$ cat src/rtl/multi_image_boot_ctrl.sv
// Post-reset boot image selector: waits out the startup delay, samples boot_sel,
// and loads the chosen image address into the remote-update core before triggering it.
module multi_image_boot_ctrl #(
    parameter int                    IMAGE_NUM     = 4,
    parameter int                    SEL_WIDTH     = 2,
    parameter int                    ADDR_WIDTH    = 24,
    parameter logic [ADDR_WIDTH-1:0] IMAGE_BASE    = ADDR_WIDTH'(24'h000000),
    parameter logic [ADDR_WIDTH-1:0] IMAGE_STRIDE  = ADDR_WIDTH'(24'h100000),
    parameter int                    STARTUP_DELAY = 50000
) (
    input  logic                  clk,
    input  logic                  reset,
    input  logic [SEL_WIDTH-1:0]  boot_sel,
    input  logic                  boot_req,
    input  logic                  ru_busy,
    output logic                  ru_write,
    output logic [ADDR_WIDTH-1:0] ru_address,
    output logic                  ru_reconfig,
    output logic                  busy,
    output logic                  sel_error,
    output logic [SEL_WIDTH-1:0]  image_index
);

    localparam logic [2:0] ST_DELAY     = 3'd0;
    localparam logic [2:0] ST_SAMPLE    = 3'd1;
    localparam logic [2:0] ST_LOAD      = 3'd2;
    localparam logic [2:0] ST_WAIT_LOAD = 3'd3;
    localparam logic [2:0] ST_TRIGGER   = 3'd4;
    localparam logic [2:0] ST_HALT      = 3'd5;
    localparam logic [2:0] ST_DONE      = 3'd6;

    localparam int             CNT_W       = $clog2(STARTUP_DELAY + 1);
    localparam logic [CNT_W-1:0] CNT_LAST  = CNT_W'(STARTUP_DELAY - 1);
    localparam logic [31:0]    IMAGE_NUM_U = 32'(IMAGE_NUM);

    logic [2:0]            state;
    logic [CNT_W-1:0]      cnt;
    logic                  wl_first;
    logic                  sel_valid;
    logic [ADDR_WIDTH-1:0] sel_addr;

    assign sel_valid = (32'(boot_sel) < IMAGE_NUM_U);
    assign sel_addr  = IMAGE_BASE + ADDR_WIDTH'(boot_sel) * IMAGE_STRIDE;

    // Strobes are decoded from state so each lasts exactly one cycle; gating with
    // reset keeps a pending LOAD/TRIGGER from leaking a pulse while reset is held.
    assign ru_write    = (state == ST_LOAD) && !ru_busy && !reset;
    assign ru_reconfig = (state == ST_TRIGGER) && !reset;
    assign busy        = (state != ST_DONE);

    // NOTE: all state updates use non-blocking assignments so every register
    // samples pre-edge values, independent of statement order.
    always_ff @(posedge clk) begin
        if (reset) begin
            state       <= ST_DELAY;
            cnt         <= '0;
            wl_first    <= 1'b0;
            ru_address  <= IMAGE_BASE;
            image_index <= '0;
            sel_error   <= 1'b0;
        end else begin
            case (state)
                ST_DELAY: begin
                    if (cnt == CNT_LAST) state <= ST_SAMPLE;
                    else                 cnt   <= cnt + 1'b1;
                end
                ST_SAMPLE: begin
                    if (!sel_valid) begin
                        sel_error <= 1'b1;
                        state     <= ST_DONE;
                    end else begin
                        sel_error   <= 1'b0;
                        image_index <= boot_sel;
                        if (boot_sel == '0) begin
                            state <= ST_DONE;
                        end else begin
                            ru_address <= sel_addr;
                            state      <= ST_LOAD;
                        end
                    end
                end
                ST_LOAD: begin
                    if (!ru_busy) begin
                        wl_first <= 1'b1;
                        state    <= ST_WAIT_LOAD;
                    end
                end
                // First cycle is blind: the core may not raise busy until after the write.
                ST_WAIT_LOAD: begin
                    if (wl_first)     wl_first <= 1'b0;
                    else if (!ru_busy) state   <= ST_TRIGGER;
                end
                ST_TRIGGER: state <= ST_HALT;
                ST_HALT:    state <= ST_HALT;
                ST_DONE: begin
                    if (boot_req) state <= ST_SAMPLE;
                end
                default: begin
                    state <= ST_DELAY;
                    cnt   <= '0;
                end
            endcase
        end
    end

endmodule

$ cat config.mk
export PLATFORM = sky130hd
export DESIGN_NAME = multi_image_boot_ctrl
export DESIGN_NICKNAME = d
export VERILOG_FILES = /design/src/rtl/multi_image_boot_ctrl.sv
export SDC_FILE = /design/constraint.sdc
export NUM_CORES = 1
export LEC_CHECK = 0
export BUFFER_PORTS_ARGS = -buffer_cell sky130_fd_sc_hd__buf_4
export CORE_MARGIN = 2
export CORE_UTILIZATION = 50
export CTS_CLUSTER_SIZE = 12
export DETAILED_ROUTE_END_ITERATION = 6
export GPL_TIMING_DRIVEN = 0
export PLACE_DENSITY = 0.75
export SYNTH_ARGS = -nofsm -noshare
export SYNTH_HDL_FRONTEND = slang
export SYNTH_SLANG_ARGS = --single-unit
export TNS_END_PERCENT = 50
$ cat constraint.sdc
create_clock -name clk -period 2.7 [get_ports clk]
set_input_delay 0.27 -clock clk [delete_from_list [all_inputs] [get_ports clk]]
set_output_delay 0.27 -clock clk [all_outputs]
set_load 0.05 [all_outputs]
==> flow_metrics.py <==
metrics = {
    "placement": {
        "port_buffers": 11,
        "gp_congestion": 0.830,
        "dp.final_hpwl_mm": 2.56,
        "post_dp_cell_area_mm2": 0.00176,
    },
    "timing": {
        "finClkSkew_ns": 0.0236,
        "max_slew_margin_pct": 60.9,
        "hold_viol": 0,
        "clock.fmax_ghz": 0.473,
        "setup_tns_ns": 0,
        "setup_viol": 0,
        "tightest_slew_ns": 0.584,
        "finalCritPeriodShare_pct": 78.3,
        "period_minus_slack_ns": 2.11,
        "drv_slew": 0,
        "rsz0062_at_grt": "no",
    },
    "cells_and_area": {
        "design_area_mm2": 0.00178,
        "multi_input_area_um2": 896,
        "nNetsFinal": 223,
        "regArea_um2": 480,
        "fillers": 289,
        "layout-drive-gt1-share_pct": 24.8,
        "synthToLayoutAreaGrowth_pct": 14.8,
        "antennaDiodeCount": 0,
    },
    "yosys": {
        "ys.flop_type": "dfxtp_1",
        "yosysTopAreaCell": "dfxtp_1",
        "async_reset_ff_share_pct": 0,
        "ys_ff_latch": 24,
        "syn_inst": 178,
        "netlist_area_mm2": 0.00155,
        "yosys_warnings": 0,
        "synth-seq-area-share_pct": 31.0,
        "synth_edf_count": 0,
        "yosys.cell_types.count": 45,
        "synth.area.top_cells": "dfxtp_1 (31%), buf_4 (11%), a2111o_1 (6.5%)",
        "syn_avg_cell_area_um2": 8.70,
        "synth_top_cell_area_share_pct": 31.0,
    },
    "power_and_ir_drop": {
        "p_leak_uw": 0.000762,
        "ir_drop_mv": 0.490,
        "powerDensity_mw_per_mm2": 659,
    },
    "drt": {
        "initialDrtViolationCount": 105,
        "ant_nets": 0,
        "routed_wl_mm": 3.43,
        "drc": 0,
        "wl_per_cell_um": 13.9,
        "vias": 1405,
        "routed_via_density": 5.69,
        "drt_first_pass_iters": 4,
    },
    "floorplan": {
        "start_util_pct": 51.6,
        "die-area_mm2": 0.00356,
        "placementRows": 20,
        "die_x_um": 59.7,
        "io_pins": 36,
        "die_y_um": 59.7,
        "core_area_mm2": 0.00300,
    },
    "clock_tree": {
        "cts.clk_slew.worst_paths_ns": 0.15,
        "cts-root-buf": "clkbuf_4",
        "postCtsHoldBufs": 0,
        "cts_setup_buffers": 0,
        "cts_buffers": 3,
        "ctsHtreeMaxLevel": 1,
        "cts.sinks": 24,
        "cts_buffer_depth": 2,
        "cts_tree": "done",
        "clk_latency_ns": 0.32,
        "post_cts_resized": 0,
    },
    "global_route": {
        "grt_max_degree": 13,
        "antenna_found_initial": 0,
        "grt_overflow": 0,
        "track_usage_pct": 20.7,
        "grt_first_pass_wirelength_mm": 5.78,
        "grt_pass1_vias": 1318,
    },
    "setup_path": {
        "r2r_slack_ns": 0.59,
        "crit_fanout": 10,
        "critPathKind": "flop to flop",
        "required_ns": 2.94,
        "cp-start-kind": "flop",
        "cp-end-kind": "flop",
        "critPathArrivalTime_ns": 2.35,
    },
    "worst_hold_path": {
        "hold_class": "input pin to flop",
    },
    "run_status": {
        "outcome": "completed",
    },
    "flow_run": {
        "maxCapViolations": 0,
    },
}
-- cell type report --
class,count,share of cell area [%]
Clock buffer,3,1.27
Inverter,3,0.633
Timing Repair Buffer,11,4.64
Buffer,35,13.7
Sequential cell,24,27.0
Tap cell,33,2.32
Multi-Input combinational cell,138,50.4
-- metrics by stage --
step	util, %	setup WS [ns]	hold slack, ns	power, uW	std cells
finish	59.2	0.587	0.277	1170	247
global route	59.2	0.398	0.278	1240	247
CTS	59.2	0.600	0.271	1170	247
detailed placement	58.5	0.660	0.452	1010	244
global placement	58.5	0.701	0.448	1000	244
floorplan	-	0.337	0.445	900	200
-- routing by layer --
| layer | routed length [um] | GRT usage [%] |
|---|---|---|
| met1 | 1460 | 25.7 |
| met5 | 0 | 0 |
| met2 | 1660 | 34.8 |
| met4 | 41 | 7.94 |
| met3 | 267 | 4.55 |
-- power by group --
part	switching, uW	leakage (uW)	internal [uW]	total [uW]
registers	32.4	0.000194	398	431
logic	381	0.000554	200	581
clock network	108	0.0000138	52.2	160
-- Yosys cell counts (2+ instances only) --
cell,n
dfxtp_1,24
buf_4,23
nand2_1,23
a21oi_1,11
a2111o_1,9
o2111ai_1,9
clkbuf_1,8
nand3_1,6
nand4_1,5
nor2_1,5
and3_1,4
nor3b_1,4
and2_1,3
mux2i_1,3
nand3b_1,3
or3_1,3
a21oi_2,2
and4_1,2
buf_6,2
inv_1,2
nand2b_1,2
o21ai_0,2
-- kinds of logic after synthesis --
family                     count (synthesis)  share of synthesized area [%]
buffers and inverters                     38                           16.5
muxes                                      3                           1.94
AOI/OAI and AO/OA                         42                           23.5
and+or+nand+nor                           68                           25.4
xor gates and xnor gates                   1                          0.566
DFF                                       24                           31.0
other                                      1                          0.242
adders and majority gates                  1                          0.808
-- flip-flops by register name, indices dropped and copies added, names as in the netlist --
name / cells
state: 3
image_index: 2
ru_address: 2
wl_first: 1
cnt: 16
-- path summary, 6_finish.rpt --
kind                                from                           to  cells after the start
max reg2reg         cnt[11]$_SDFFE_PP0P_          cnt[0]$_SDFFE_PP0P_                      5
min reg2reg  image_index[1]$_SDFFE_PP0P_  image_index[1]$_SDFFE_PP0P_                      2
max                 cnt[11]$_SDFFE_PP0P_          cnt[0]$_SDFFE_PP0P_                      5
min                          boot_sel[1]  image_index[1]$_SDFFE_PP0P_                      3
-- critical path: stages, from the launching register on --
cell and delay, ns:
dfxtp_1 0.37, or4b_4 0.58, o41ai_4 0.62, buf_6 0.23
nand3_1 0.09, a21oi_1 0.14
-- placed cells by master, fill, tap and decap left out, drive strengths merged, types with 3 or more instances in the layout --
cell and n:
dfxtp 24, buf 37, clkbuf 12, nand4 5
and2 3, nor2 5, a21oi 13, conb 23
nand2 23, and4 3, and3 4, nor3b 4
mux2i 3, nand3b 3, nand3 6, or3 4
o2111ai 9, a2111o 9, o21ai 3
Power figures use the tool's default switching activity.
